<file path="config.mk">
export PLATFORM = sky130hd
export DESIGN_NAME = instruction_fetch_unit
export DESIGN_NICKNAME = d
export VERILOG_FILES = /design/src/rtl/fetch_pkg.sv /design/src/rtl/fetch_perf_counters.sv /design/src/rtl/instruction_fetch_unit.sv
export SDC_FILE = /design/constraint.sdc
export NUM_CORES = 1
export LEC_CHECK = 0
export CAP_MARGIN = 20
export CORE_ASPECT_RATIO = 0.5
export CORE_MARGIN = 5
export CORE_UTILIZATION = 46
export DETAILED_ROUTE_END_ITERATION = 8
export PLACE_DENSITY = 0.82
export SYNTH_ARGS = -nofsm -noshare
export SYNTH_HDL_FRONTEND = slang
export SYNTH_HIERARCHICAL = 1
export SYNTH_SLANG_ARGS = --single-unit
</file>
<file path="constraint.sdc">
create_clock -name clk -period 3 [get_ports clk]
set_clock_uncertainty 0.1 [all_clocks]
set_input_delay 0.45 -clock clk [delete_from_list [all_inputs] [get_ports clk]]
set_output_delay 0.45 -clock clk [all_outputs]
set_load 0.005 [all_outputs]
</file>
<file path="src/rtl/fetch_pkg.sv">
// Shared fetch-side definitions: default widths, halt encoding, fetch state type.
package fetch_pkg;

  localparam int unsigned ADDR_W = 8;
  localparam int unsigned DATA_W = 32;
  localparam logic [31:0] HALT_WORD = 32'hFFFF_FFFF;

  typedef enum logic {
    FETCH_RUN  = 1'b0,
    FETCH_HALT = 1'b1
  } fetch_state_t;

endpackage

</file>
<file path="src/rtl/fetch_perf_counters.sv">
// Fetch performance counters: accepted handshakes and back-pressure stall cycles.
// Both counters wrap at 2^32 and ignore redirect/halt.
module fetch_perf_counters (
  input  logic        clk,
  input  logic        rst_n,
  input  logic        if_valid,
  input  logic        if_ready,
  output logic [31:0] perf_fetched,
  output logic [31:0] perf_stall_cycles
);

  // Count handshakes and cycles where a valid instruction waits on decode
  always_ff @(posedge clk or negedge rst_n) begin
    if (!rst_n) begin
      perf_fetched      <= '0;
      perf_stall_cycles <= '0;
    end else begin
      if (if_valid && if_ready)  perf_fetched      <= perf_fetched + 32'd1;
      if (if_valid && !if_ready) perf_stall_cycles <= perf_stall_cycles + 32'd1;
    end
  end

endmodule

</file>
<file path="src/rtl/instruction_fetch_unit.sv">
// Instruction fetch unit: drives the word address to a combinational-read
// instruction memory, registers the returned word with its PC and offers it to
// decode over valid/ready. Decode can redirect; fetch stops at the halt word.
// Optional feature: define FETCH_PERF_CNT_EN to add perf_fetched and
// perf_stall_cycles counter outputs.
module instruction_fetch_unit
  import fetch_pkg::*;
#(
  parameter int unsigned       ADDR_W    = fetch_pkg::ADDR_W,
  parameter int unsigned       DATA_W    = fetch_pkg::DATA_W,
  parameter logic [ADDR_W-1:0] RESET_PC  = '0,
  parameter logic [DATA_W-1:0] HALT_WORD = fetch_pkg::HALT_WORD
) (
  input  logic              clk,
  input  logic              rst_n,
  output logic [ADDR_W-1:0] pc,
  input  logic [DATA_W-1:0] instruction,
  input  logic              redirect_valid,
  input  logic [ADDR_W-1:0] redirect_pc,
  output logic              if_valid,
  input  logic              if_ready,
  output logic [DATA_W-1:0] if_instr,
  output logic [ADDR_W-1:0] if_pc,
`ifdef FETCH_PERF_CNT_EN
  output logic [31:0]       perf_fetched,
  output logic [31:0]       perf_stall_cycles,
`endif
  output logic              halted
);

  fetch_state_t      state_q;
  logic [ADDR_W-1:0] pc_q;
  logic              slot_free;

  assign slot_free = !if_valid || if_ready;
  assign pc        = pc_q;
  assign halted    = (state_q == FETCH_HALT);

  // Fetch control: redirect beats capture, capture beats hold
  always_ff @(posedge clk or negedge rst_n) begin
    if (!rst_n) begin
      state_q  <= FETCH_RUN;
      pc_q     <= RESET_PC;
      if_valid <= 1'b0;
      if_instr <= '0;
      if_pc    <= '0;
    end else if (redirect_valid) begin
      state_q  <= FETCH_RUN;
      pc_q     <= redirect_pc;
      if_valid <= 1'b0;
    end else if (state_q == FETCH_RUN && slot_free) begin
      if (instruction != HALT_WORD) begin
        if_instr <= instruction;
        if_pc    <= pc_q;
        if_valid <= 1'b1;
        pc_q     <= pc_q + 1'b1;
      end else begin
        // pc_q stays on the halt word so a post-halt pc reads its address
        state_q  <= FETCH_HALT;
        if_valid <= 1'b0;
      end
    end
  end

`ifdef FETCH_PERF_CNT_EN
  fetch_perf_counters u_perf (
    .clk               (clk),
    .rst_n             (rst_n),
    .if_valid          (if_valid),
    .if_ready          (if_ready),
    .perf_fetched      (perf_fetched),
    .perf_stall_cycles (perf_stall_cycles)
  );
`endif

endmodule

</file>
Word-level counts from Yosys, hierarchy flattened
Index checks and enable logic that the tools add are counted.

cells by class
  eq/ne operators = 2
  bitwise gates (word level) = 2
  reductions and logical operators = 8
  multiplexer cells = 9
  add/sub/neg operators = 1

operators with widths
  kind                  count
  $ne 32x32->1 const B  1
  $mux 8                3
  $add 8x1->8 const B   1
  $mux 1                6
  $reduce_and 2->1      2
  $reduce_bool 2->1     2
  $reduce_and 3->1      1
  $ne 2x2->1 const B    1
  $not 1->1             2
  $logic_and 1x1->1     1
  $logic_not 1->1       1
  $logic_or 1x1->1      1

storage, ports and cells
  input bits = 44
  register bits = 50

Depth between registers and ports, before layout
Gate-level depths: netlist of run 1.

  word-level depth = 5
  gate-level depth with buffers = 6

Worst setup path after synthesis of run 1
Ideal clock, no wire load.

  path kind = in2reg
  from = input port instruction[23]
  to = register if_instr[0]
  path buffers = 1
  library setup time = 125 ps
  slack = 1,004 ps
  stages on the path = 6
  data arrival time = 1,771 ps
  path through = nand4_1 > nor4_4 > and2_4 > nor3_4 > buf_6 > mux2_4

between the ends
  word-level cells in the longest chain between the ends = 2

RTL lines
  what                               RTL line                      source
  start: declaration                 instruction_fetch_unit.sv:17  input logic [DATA_W-1:0] instruction,
  $ne 32x32->1                       instruction_fetch_unit.sv:52  if (instruction != HALT_WORD) begin
  $reduce_and 3->1 (no source line)  n/a
  end signal: assignment             instruction_fetch_unit.sv:53  if_instr <= instruction;
  end: declaration                   instruction_fetch_unit.sv:22  output logic [DATA_W-1:0] if_instr,

No other way between the ends.
A chain may end at the register's enable or synchronous reset.

Final worst setup path of run 1
  from = input port if_ready
  to = register pc_q[7], in the netlist pc[7]

between the ends
  word-level cells in the longest chain between the ends = 4

RTL lines
  what                                RTL line                      source
  start: declaration                  instruction_fetch_unit.sv:21  input logic if_ready,
  $logic_or 1x1->1                    instruction_fetch_unit.sv:35  assign slot_free = !if_valid || if_ready;
  $logic_and 1x1->1                   instruction_fetch_unit.sv:51  end else if (state_q == FETCH_RUN && slot_free) begin
  $reduce_bool 2->1 (no source line)  n/a
  $reduce_and 2->1 (no source line)   n/a
  end signal: assignment              instruction_fetch_unit.sv:49  pc_q <= redirect_pc;
  end signal: assignment              instruction_fetch_unit.sv:56  pc_q <= pc_q + 1'b1;
  end: declaration                    instruction_fetch_unit.sv:32  logic [ADDR_W-1:0] pc_q;

No other way between the ends.

==> qor_table.md, run 1 <==
| Item | Value | Unit |
|---|---|---|
| Worst Hold Launch | if_pc[4] | - |
| Max-slew headroom at the worst pin | 69.1 | % |
| Post-synth design cell area | 0.00233 | sq mm |
| VDD IR max | 0.268 | mV |
| Wire length of the first global-routing pass | 9340 | um |
| Slew at the pin closest to its max-slew limit | 0.462 | ns |
| Peak Freq | 0.440 | GHz |
| Drt pass-1 iters | 4 | - |
| Placed wire-length estimate after detailed placement | 4400 | um |
| Crit path max fanout | 4 | - |
| Post-CTS clock slew at the launch and capture registers of the worst setup and hold paths | 0.09 | ns |
| Sequential element share of the synthesized area | 53.7 | % |
| Horizontal extent of the die | 111 | um |
| Avg Inst Size Synth | 15.0 | sq um |
| Startpoint Class | input port | - |
| Post-placement worst setup slack | 0.428 | ns |
| Multi-input gate area | 0.00101 | sq mm |
| Critical Path AT | 2.35 | ns |
| Number of max-capacitance violations reported | 0 | - |
| Req. time, crit path | 3.08 | ns |
| Core occupancy in the finished layout | 70.2 | % |
| Hold Violations, Final | 0 | - |
| Diodes inserted | 0 | - |
| WL/cell | 17.9 | um |
| Power density normalized to cell area | 502 | mW/mm^2 |
| Number of buffers created by CTS | 5 | - |
| Number of standard cells in the final layout excluding fillers | 326 | - |
| Die Height | 60.3 | um |
| DIE AREA | 0.00667 | sq mm |
| Top flip-flop cell by instance count after synthesis | sky130_fd_sc_hd__dfrtp_1 | - |
| #FFs+latches synth | 50 | - |
| YS warnings | 6 | - |
| I/O Pins | 94 | - |
| Post-placement cell area | 0.00333 | sq mm |
| Critical path origin | if_ready | - |
| Most numerous cell types in the synthesized netlist | 50 x sky130_fd_sc_hd__dfrtp_1, 40 x sky130_fd_sc_hd__mux2_4, 9 x sky130_fd_sc_hd__nand4_1 | - |
| Outcome | finished clean | - |
| Via count of the first global-routing pass | 1759 | - |
| Proportion of netlist area held by the largest area contributor | 53.7 | % |
| Static power due to leakage | 1.48 | nW |
| Ys async rst share | 100 | % |
| Number of nets still failing antenna checks after routing | 0 | - |
| Number of cell rows | 18 | - |
| Nets in the synthesized netlist | 200 | - |
| Setup Total Neg Slack | 0 | ns |
| CTS Root Buffer Type | sky130_fd_sc_hd__clkbuf_8 | - |
| Maximum buffer depth of the clock tree | 2 | - |
| DRC violation total after the first TritonRoute iteration | 61 | - |
| Combined flip-flop and latch cell area | 0.00125 | sq mm |
| H-tree Lvls | 2 | - |
| Area growth syn-to-layout | 48.0 | % |
| Library cell occupying the most area in the post-synthesis netlist | sky130_fd_sc_hd__dfrtp_1 | - |
| Initial antenna violation count | 0 | - |
| Cell count after synthesis | 155 | - |
| CTS-repair resized insts | 0 | - |
| Number of remaining DRC errors | 0 | - |
| Core Region | 0.00491 | sq mm |
| Fraction of final layout cells with drive strength greater than 1 | 24.6 | % |
| Number of instances in the placed design | 316 | - |
| Routability congestion estimate | 0.819 | - |
| Global-route total usage across every layer | 17.7 | % |
| Worst hold path class | flip-flop to flip-flop | - |
| Wire length reported by the detailed router | 5830 | um |
| Type of destination of the critical path | flip-flop | - |
| Dominant cells by area after synthesis | sky130_fd_sc_hd__dfrtp_1 54%, sky130_fd_sc_hd__mux2_4 26%, sky130_fd_sc_hd__buf_6 2.4%, sky130_fd_sc_hd__nand4_1 2.4%, sky130_fd_sc_hd__xnor2_1 2.3% | - |
| Worst r2r src | pc[2] | - |
| Maximum number of pins on one net before global-route repair | 51 | - |
| Final setup violation count | 0 | - |
| Vias | 1667 | - |
| Worst path setup slack after routing | 0.725 | ns |
| # fillers | 363 | - |
| Unrepaired setup endpoints after global routing | no | - |
| Total number of nets in the final design | 300 | - |
| Clock latency on the worst-skew pair | 0.30 | ns |
| Most numerous cell in the Yosys netlist | sky130_fd_sc_hd__dfrtp_1 | - |
| Clock tree from TritonCTS | built | - |
| Post-synth EDFFs | 0 | - |
| # port buffers | 93 | - |
| GRT Residual Overflow | 0 | - |
| Post-synth cell types | 26 | - |
| Fin area | 0.00345 | sq mm |
| Post-route worst hold slack | 0.419 | ns |
| Min cycle time layout | 2.27 | ns |
| Per-cell via count in the routed design | 5.11 | - |
| Clock tree sinks | 50 | - |
| Final critical-path share of the clock period | 75.8 | % |
| Initial cell density of the core | 47.5 | % |
| Tot Pwr | 1.73 | mW |
| Type of the setup path with the least slack | input port to flip-flop | - |
| Number of max-slew violations in the final report | 0 | - |
layout by cell type, fill, tap and decap left out, types with 2 or more instances in the layout:
| cell | instances |
|---|---|
| sky130_fd_sc_hd__a211oi_1 | 3 |
| sky130_fd_sc_hd__a21oi_1 | 6 |
| sky130_fd_sc_hd__buf_12 | 2 |
| sky130_fd_sc_hd__buf_4 | 3 |
| sky130_fd_sc_hd__clkbuf_8 | 5 |
| sky130_fd_sc_hd__clkdlybuf4s50_1 | 92 |
| sky130_fd_sc_hd__clkinvlp_4 | 2 |
| sky130_fd_sc_hd__dfrtp_1 | 50 |
| sky130_fd_sc_hd__mux2_4 | 40 |
| sky130_fd_sc_hd__nand2_1 | 8 |
| sky130_fd_sc_hd__nand2b_1 | 2 |
| sky130_fd_sc_hd__nand3_1 | 2 |
| sky130_fd_sc_hd__nand4_1 | 9 |
| sky130_fd_sc_hd__nor2_1 | 2 |
| sky130_fd_sc_hd__nor4_4 | 2 |
| sky130_fd_sc_hd__o21ai_0 | 7 |
| sky130_fd_sc_hd__xnor2_1 | 6 |
registers in the layout, indices dropped and copies added, names as in the netlist:
name and cells:
if_instr 32, halted 1, if_pc 8, pc 8, if_valid 1
report_power, final:
group	total (mW)	internal [mW]	switching [mW]	leakage [nW]
registers	0.840	0.766	0.0739	0.591
logic	0.490	0.345	0.144	0.847
clock network	0.401	0.167	0.234	0.0408
kinds of logic (layout without fill, tap and decap cells):
kind of cell,count (synthesis),in the layout,share of synthesized area (%)
flip-flops,50,50,53.7
AND/OR/NAND/NOR,31,31,9.35
XOR/XNOR,7,7,2.63
buffers and inverters,7,108,2.74
multiplexers,41,41,26.3
AO/OA/AOI/OAI,18,18,4.78
adder cells (fa/ha/maj),1,1,0.537
metal layers:
metal,GRT usage (%),vias to the layer above,share of wire (%)
li1,-,757,-
met1,21.7,858,42
met2,31.9,41,53
met3,4.35,11,3.3
met4,5.26,0,1.5
met5,0,-,0
critical path: stages:
cell,delay (ns)
sky130_fd_sc_hd__clkdlybuf4s50_1,0.49
sky130_fd_sc_hd__nand2b_1,0.17
sky130_fd_sc_hd__or3b_2,0.51
sky130_fd_sc_hd__a2111oi_2,0.45
sky130_fd_sc_hd__xnor2_1,0.18
sky130_fd_sc_hd__o21ai_0,0.10
cell type report:
class	count	share of cell area, %
Clock buffer	5	2.00
Clock inverter	3	0.689
Inverter	1	0.109
Multi-Input combinational cell	98	29.4
Sequential cell	50	36.3
Tap cell	70	2.54
Timing Repair Buffer	99	29.0
final timing paths:
kind	end	slack, ns	cells after the start
max reg2reg	pc[7]	0.96	5
max	pc[7]	0.73	6
min in group asynchronous	if_pc[5]	0.43	2
min	if_pc[4]	0.42	1
min reg2reg	if_pc[4]	0.42	1
max in group asynchronous	if_instr[27]	1.88	3
repair_timing:
item / CTS / global route
buffers inserted: 0 / 0
hold buffers: 0 / 1
setup endpoints to repair: 0 / 0
endpoints found under the hold margin: 0 / 8
(Power assumes the default switching activity.)
==> run 2: changes to the inputs <==
--- a/config.mk
+++ b/config.mk
@@ -8,9 +8,9 @@
 export CAP_MARGIN = 20
 export CORE_ASPECT_RATIO = 0.5
 export CORE_MARGIN = 5
-export CORE_UTILIZATION = 46
+export CORE_UTILIZATION = 39
 export DETAILED_ROUTE_END_ITERATION = 8
-export PLACE_DENSITY = 0.82
+export PLACE_DENSITY = 0.73
 export SYNTH_ARGS = -nofsm -noshare
 export SYNTH_HDL_FRONTEND = slang
 export SYNTH_HIERARCHICAL = 1
==> constraint.sdc (replaced) <==
create_clock -name clk -period 2.05 [get_ports clk]
set_clock_uncertainty 0.1 [all_clocks]
set_input_delay 0.3075 -clock clk [delete_from_list [all_inputs] [get_ports clk]]
set_output_delay 0.3075 -clock clk [all_outputs]
set_load 0.005 [all_outputs]
==> run 2 against run 1 <==
Net effect: via count up 4.8%; die area up 16%; final cell count up 8.3%; largest power group unchanged.
==> qor_table.md, run 2 (same netlist as run 1, synthesis figures left out) <==
| Item | Value | Unit | vs previous |
|---|---|---|---|
| Post-route worst hold slack | 0.195 | ns | -0.224 ns |
| Cells along the critical path | clkdlybuf4s50_1, nand2b_1, or2b_4, nor3_4, buf_12, buf_12, mux2_4 | - |  |
| I/O Pins | 94 | - | unchanged |
| Post-placement cell area | 0.00350 | sq mm | +5.2% |
| Clock tree from TritonCTS | built | - |  |
| Startpoint Class | input port | - |  |
| Largest register FFs | 32 | - | unchanged |
| Critical path origin | if_ready | - |  |
| Min cycle time layout | 1.97 | ns |  |
| Slowest stage cell on the critical path | sky130_fd_sc_hd__clkdlybuf4s50_1 | - |  |
| Wire length of the first global-routing pass | 9920 | um | +6.1% |
| Diodes inserted | 0 | - | unchanged |
| Type of destination of the critical path | flip-flop | - |  |
| Outcome | finished clean | - |  |
| Top library cells by usage in the layout, fill and taps aside | 68 x sky130_fd_sc_hd__clkdlybuf4s50_1, 50 x sky130_fd_sc_hd__dfrtp_1, 40 x sky130_fd_sc_hd__mux2_4 | - |  |
| Most frequent standard cell in the layout excluding fill and tap cells | sky130_fd_sc_hd__clkdlybuf4s50_1 | - |  |
| Total number of nets in the final design | 324 | - | +8.0% |
| VDD IR max | 0.407 | mV | +52% |
| Final setup violation count | 0 | - | unchanged |
| WL/cell | 18.7 | um | +4.2% |
| Routability congestion estimate | 0.773 | - | -5.6% |
| Peak Freq | 0.508 | GHz |  |
| Power density normalized to cell area | 747 | mW/mm^2 | +49% |
| # port buffers | 93 | - | unchanged |
| H-tree Lvls | 2 | - | unchanged |
| DIE AREA | 0.00771 | sq mm | +16% |
| Largest incremental delay on the critical path | 0.47 | ns | -0.04 ns |
| Worst hold path class | input port to flip-flop | - |  |
| Most prevalent standard cell on the critical path | sky130_fd_sc_hd__buf_12 | - |  |
| Worst path setup slack after routing | 0.0809 | ns | -0.645 ns |
| Req. time, crit path | 2.13 | ns | -0.95 ns |
| Slew at the pin closest to its max-slew limit | 0.336 | ns | -0.126 ns |
| GRT Residual Overflow | 0 | - | unchanged |
| Worst r2r src | pc[1] | - |  |
| Type of the setup path with the least slack | input port to flip-flop | - |  |
| Fraction of final layout cells with drive strength greater than 1 | 31.4 | % | +6.8 points |
| Worst Hold Launch | instruction[17] | - |  |
| Core Region | 0.00563 | sq mm | +15% |
| Core occupancy in the finished layout | 68.3 | % | -2.0 points |
| Fin area | 0.00385 | sq mm | +12% |
| Initial antenna violation count | 0 | - | unchanged |
| Clock tree sinks | 50 | - | unchanged |
| Final critical-path share of the clock period | 96.1 | % |  |
| Critical Path AT | 2.04 | ns | -0.31 ns |
| Horizontal extent of the die | 119 | um | +7.8% |
| Maximum buffer depth of the clock tree | 2 | - | unchanged |
| Vias | 1747 | - | +4.8% |
| Hold Violations, Final | 0 | - | unchanged |
| Static power due to leakage | 1.88 | nW | +27% |
| Area growth syn-to-layout | 65.1 | % |  |
| Largest register by flop count | if_instr | - |  |
| Number of max-slew violations in the final report | 0 | - | unchanged |
| Number of remaining DRC errors | 0 | - | unchanged |
| DRC violation total after the first TritonRoute iteration | 98 | - | +61% |
| Number of nets still failing antenna checks after routing | 0 | - | unchanged |
| Post-placement worst setup slack | -0.314 | ns | -0.742 ns |
| Crit path max fanout | 11 | - | +7 |
| Number of buffers created by CTS | 5 | - | unchanged |
| Number of cell rows | 19 | - | +1 |
| Clock latency on the worst-skew pair | 0.29 | ns | about the same |
| CTS Root Buffer Type | sky130_fd_sc_hd__clkbuf_16 | - |  |
| Number of max-capacitance violations reported | 0 | - | unchanged |
| Drt pass-1 iters | 4 | - | unchanged |
| Unrepaired setup endpoints after global routing | no | - |  |
| Global-route total usage across every layer | 16.2 | % | -1.4 points |
| Initial cell density of the core | 41.4 | % | -6.1 points |
| Die Height | 64.7 | um | +7.2% |
| Placed wire-length estimate after detailed placement | 4680 | um | +6.5% |
| Maximum number of pins on one net before global-route repair | 42 | - | -18% |
| Per-cell via count in the routed design | 4.95 | - | -3.2% |
| Post-CTS clock slew at the launch and capture registers of the worst setup and hold paths | 0.07 | ns | -0.02 ns |
| Max-slew headroom at the worst pin | 77.6 | % | +8.5 points |
| Tot Pwr | 2.87 | mW | +66% |
| Via count of the first global-routing pass | 1906 | - | +8.4% |
| Wire length reported by the detailed router | 6580 | um | +13% |
## run 2: cell types whose count changed in the layout (fill, tap and decap cells not counted), moves of 2 or more
cell                              delta
sky130_fd_sc_hd__clkbuf_16           +7
sky130_fd_sc_hd__clkbuf_8            -4
sky130_fd_sc_hd__dlymetal6s2s_1     +24
sky130_fd_sc_hd__clkdlybuf4s50_1    -24
sky130_fd_sc_hd__buf_4              +18
sky130_fd_sc_hd__buf_6               +2
## run 2: stage by stage
stage	setup TNS, ns	std cells
2_1_floorplan	0	155
3_3_place_gp	-10.47	338
3_5_place_dp	-11.19	338
4_1_cts	0	347
5_1_grt	0	353
6_report	0	353
## run 2: cell type report
class / count / area [sq um]
Sequential cell: 50 / 1250
Inverter: 1 / 3.75
Clock inverter: 2 / 12.5
Tap cell: 73 / 91.3
Clock buffer: 6 / 139
Timing Repair Buffer: 123 / 1310
Fill cell: 394 / 1790
Multi-Input combinational cell: 98 / 1030
## run 2: timing repair
action,4_1_cts,5_1_grt
endpoints found under the hold margin,9,0
resized for setup,1,27
pin swaps,0,2
buffers inserted,0,2
endpoints found under the setup margin,1,42
gates cloned,0,4
hold buffers,1,0
## run 2: routing by layer
metal	part of all wire (%)	GRT usage, %	vias to the layer above
met5	0	0	-
li1	-	-	813
met2	51	29.4	33
met3	2.6	3.13	5
met4	0.44	3.85	0
met1	46	20.4	896
## run 2: worst max-delay path: cells and delay by family
kind | cells | cell delay (ns)
buffers and inverters | 3 | 0.80
muxes | 1 | 0.31
and+or+nand+nor | 3 | 0.61
## run 2: power by group
group	total (mW)	internal (mW)	switching, mW
logic	0.798	0.552	0.245
registers	1.22	1.12	0.0954
clock network	0.858	0.484	0.374
total	2.87	2.16	0.715
## run 2: final timing paths
kind / end / slack [ns] / depth (start not counted)
max reg2reg: pc[6] / 0.12 / 6
max in group asynchronous: if_instr[29] / 1.03 / 3
max: if_pc[4] / 0.08 / 7
min in group asynchronous: if_valid / 0.33 / 2
min reg2reg: if_instr[22] / 0.41 / 1
min: if_instr[17] / 0.20 / 2
==> run 3: changes to the inputs <==
--- a/config.mk
+++ b/config.mk
@@ -8,9 +8,9 @@
 export CAP_MARGIN = 20
 export CORE_ASPECT_RATIO = 0.5
 export CORE_MARGIN = 5
-export CORE_UTILIZATION = 39
+export CORE_UTILIZATION = 35
 export DETAILED_ROUTE_END_ITERATION = 8
-export PLACE_DENSITY = 0.73
+export PLACE_DENSITY = 0.67
 export SYNTH_ARGS = -nofsm -noshare
 export SYNTH_HDL_FRONTEND = slang
 export SYNTH_HIERARCHICAL = 1
==> constraint.sdc (replaced) <==
create_clock -name clk -period 1.8 [get_ports clk]
set_clock_uncertainty 0.1 [all_clocks]
set_input_delay 0.27 -clock clk [delete_from_list [all_inputs] [get_ports clk]]
set_output_delay 0.27 -clock clk [all_outputs]
set_load 0.005 [all_outputs]
==> run 3 against run 2 <==
Net effect: the flow now finishes with violations (negative setup slack); largest cell class unchanged; final cell count grew 12%; register-to-register slack worse by 0.19 ns; highest routed layer unchanged; sequential cell count did not move; non-clock buffer count increased by 22; sequential power grew 14%; sequential share of layout area decreased by 1.1 points; first-iteration DRC count increased by 44%; hold slack worse by 0.061 ns.
==> qor_table.md, run 3 (same netlist as run 1, synthesis figures left out) <==
| Item | Value | Unit | vs previous |
|---|---|---|---|
| Outcome | complete, but fails checks | - |  |
| Violations in the final reports | negative setup slack | - |  |
| Crit path max fanout | 5 | - | -6 |
| Largest incremental delay on the critical path | 0.34 | ns | -0.13 ns |
| Min cycle time layout | 1.90 | ns |  |
| Combined flip-flop and latch cell area | 0.00125 | sq mm | unchanged |
| Diodes inserted | 0 | - | unchanged |
| Clock latency on the worst-skew pair | 0.29 | ns | about the same |
| Max-slew headroom at the worst pin | 67.4 | % | -10 points |
| Largest register by flop count | if_instr | - |  |
| Most frequent standard cell in the layout excluding fill and tap cells | sky130_fd_sc_hd__clkdlybuf4s50_1 | - |  |
| Total number of nets in the final design | 346 | - | +6.8% |
| Comb pwr share | 28.5 | % | +0.7 points |
| Req. time, crit path | 1.87 | ns | -0.26 ns |
| Tot Pwr | 3.42 | mW | +19% |
| Worst setup endpoint | if_instr[21] | - |  |
| WL/cell | 17.8 | um | -4.7% |
| Largest register FFs | 32 | - | unchanged |
| Number of max-slew violations in the final report | 0 | - | unchanged |
| Worst R2R Path Depth | 7 | - | +1 |
| Cell family with the largest share of critical-path delay | simple AND/OR/NAND/NOR gates | - |  |
| DIE AREA | 0.00849 | sq mm | +10% |
| Top library cells by usage in the layout, fill and taps aside | 59 x sky130_fd_sc_hd__clkdlybuf4s50_1, 50 x sky130_fd_sc_hd__dfrtp_1, 40 x sky130_fd_sc_hd__mux2_4 | - |  |
| Critical path origin | instruction[30] | - |  |
| R2R Setup Slk | -0.07 | ns | -0.19 ns |
| Horizontal extent of the die | 125 | um | +5.1% |
| Sw Pwr | 811 | uW | +13% |
| Clock tree from TritonCTS | built | - |  |
| Number of cell rows | 21 | - | +2 |
| Peak Freq | 0.527 | GHz |  |
| Worst hold path class | input port to flip-flop | - |  |
| H-tree Lvls | 2 | - | unchanged |
| CP Depth | 9 | - | +2 |
| Area growth syn-to-layout | 70.9 | % |  |
| Routability congestion estimate | 0.822 | - | +6.4% |
| Via count of the first global-routing pass | 2064 | - | +8.3% |
| Cell-internal power | 2.61 | mW | +21% |
| Grt peak-use layer | met2 | - |  |
| Per-cell via count in the routed design | 4.64 | - | -6.3% |
| Number of nets still failing antenna checks after routing | 0 | - | unchanged |
| # fillers | 513 | - | +30% |
| Type of destination of the critical path | flip-flop | - |  |
| Worst reg2reg endpoint | if_instr[21] | - |  |
| Multi-input gate area | 0.00106 | sq mm | +2.4% |
| Slowest stage cell on the critical path | sky130_fd_sc_hd__nor4_4 | - |  |
| Wire length of the first global-routing pass | 11100 | um | +12% |
| Fraction of final layout cells with drive strength greater than 1 | 40.7 | % | +9.3 points |
| Drt pass-1 iters | 4 | - | unchanged |
| Register share of total power | 40.7 | % | -1.7 points |
| Critical Path AT | 1.97 | ns | -0.07 ns |
| Worst r2r src | if_valid | - |  |
| DRC violation total after the first TritonRoute iteration | 141 | - | +44% |
| Post-route worst hold slack | 0.134 | ns | -0.0615 ns |
| Cells along the critical path | dlygate4sd2_1, nand4_1, nor4_4, and2_4, nor3_4, buf_4, buf_6, buf_16, mux2_4 | - |  |
| Post-CTS clock slew at the launch and capture registers of the worst setup and hold paths | 0.06 | ns | about the same |
| Net switching fraction of the power | 23.7 | % | -1.1 points |
| Unrepaired setup endpoints after global routing | yes | - |  |
| Number of buffers created by CTS | 5 | - | unchanged |
| Met3 routing resource usage after global routing | 3.40 | % | +0.27 points |
| Number of max-capacitance violations reported | 0 | - | unchanged |
| GR met1 Demand/Resource | 20.5 | % | +0.030 points |
| Hold Violations, Final | 0 | - | unchanged |
| Relative contribution of the clock network to total power | 30.8 | % | +0.9 points |
| Maximum number of pins on one net before global-route repair | 22 | - | -48% |
| Final setup violation count | 31 | - | +31 |
| Initial cell density of the core | 35.5 | % | -5.9 points |
| Met2 layer usage reported by global route | 31.0 | % | +1.6 points |
| VDD IR max | 0.390 | mV | -4.3% |
| Buffers and inverters on the worst path | 4 | - | +1 |
| Number of remaining DRC errors | 0 | - | unchanged |
| Wire length reported by the detailed router | 7010 | um | +6.4% |
| Global-route total usage across every layer | 16.8 | % | +0.52 points |
| Power density normalized to cell area | 858 | mW/mm^2 | +15% |
| Vias | 1827 | - | +4.6% |
| Initial antenna violation count | 0 | - | unchanged |
| Final critical-path share of the clock period | 105 | % |  |
| Static power due to leakage | 1.82 | nW | -3.1% |
| # port buffers | 93 | - | unchanged |
| Clock tree sinks | 50 | - | unchanged |
| I/O Pins | 94 | - | unchanged |
| Maximum buffer depth of the clock tree | 2 | - | unchanged |
| GRT Residual Overflow | 0 | - | unchanged |
| Slew at the pin closest to its max-slew limit | 0.488 | ns | +0.152 ns |
| Die Height | 67.7 | um | +4.7% |
| Core Region | 0.00657 | sq mm | +17% |
| Placed wire-length estimate after detailed placement | 4590 | um | -2.1% |
| CTS Root Buffer Type | sky130_fd_sc_hd__clkbuf_16 | - |  |
| Type of the setup path with the least slack | input port to flip-flop | - |  |
| Worst path setup slack after routing | -0.0968 | ns | -0.178 ns |
| Startpoint Class | input port | - |  |
run 3: changes by cell type in the layout (fill, tap and decap cells not counted), moves of 2 or more:
| cell | before | now |
|---|---|---|
| sky130_fd_sc_hd__buf_16 | 1 | 4 |
| sky130_fd_sc_hd__buf_4 | 21 | 39 |
| sky130_fd_sc_hd__buf_6 | 2 | 6 |
| sky130_fd_sc_hd__clkbuf_1 | 0 | 2 |
| sky130_fd_sc_hd__clkbuf_16 | 7 | 5 |
| sky130_fd_sc_hd__clkbuf_2 | 0 | 7 |
| sky130_fd_sc_hd__clkdlybuf4s15_1 | 0 | 5 |
| sky130_fd_sc_hd__clkdlybuf4s15_2 | 0 | 3 |
| sky130_fd_sc_hd__clkdlybuf4s50_1 | 68 | 59 |
| sky130_fd_sc_hd__dlygate4sd2_1 | 0 | 17 |
| sky130_fd_sc_hd__dlymetal6s2s_1 | 24 | 0 |
run 3: worst min path at each step:
stage                    startpoint            to  slack [ns]  cells past startpoint
finish              instruction[19]  if_instr[19]        0.13                      2
global route        instruction[19]  if_instr[19]        0.13                      2
CTS                 instruction[10]  if_instr[10]        0.22                      2
detailed placement            rst_n        halted        0.16                      1
global placement              rst_n      if_valid        0.15                      1
floorplan                     rst_n        halted       -0.13                      0
run 3: cell type report:
type	instances	share of cell area, %
Clock inverter	1	0.754
Inverter	1	0.0943
Clock buffer	7	3.33
Tap cell	92	2.89
Sequential cell	50	31.4
Multi-Input combinational cell	98	26.6
Timing Repair Buffer	145	34.9
run 3: routing by layer:
layer	share of wire (%)	wire [um]
met5	0	0
met4	0.63	44
met3	3.0	211
met2	53	3720
met1	43	3030
run 3: timing repair:
| item | in CTS | in global routing |
|---|---|---|
| setup endpoints to repair | 48 | 42 |
| resized for setup | 67 | 17 |
| hold endpoints to repair | 19 | 0 |
| pin swaps | 15 | 9 |
| buffers inserted | 13 | 5 |
| hold buffers | 1 | 0 |
| cloned | 5 | 1 |
run 3: power groups by stage:
stage	Clock [mW]	Combinational [mW]	Sequential (mW)
6_report	1.05	0.975	1.39
5_1_grt	1.13	1.04	1.41
3_5_place_dp	0	0.898	1.40
3_3_place_gp	0	0.885	1.40
2_1_floorplan	0	0.319	1.41
4_1_cts	1.06	0.984	1.39
run 3: metrics by stage:
| stage | std cells | util (%) | setup TNS (ns) | cell area (sq um) | setup WS [ns] |
|---|---|---|---|---|---|
| floorplan | 155 | - | -1.65 | 2330 | -0.0402 |
| global placement | 365 | 54.4 | -23.84 | 3570 | -0.521 |
| detailed placement | 365 | 54.4 | -24.09 | 3570 | -0.528 |
| CTS | 391 | 61.2 | -2.69 | 4020 | -0.111 |
| global route | 394 | 60.6 | -4.36 | 3980 | -0.152 |
| finish | 394 | 60.6 | -2.50 | 3980 | -0.0968 |
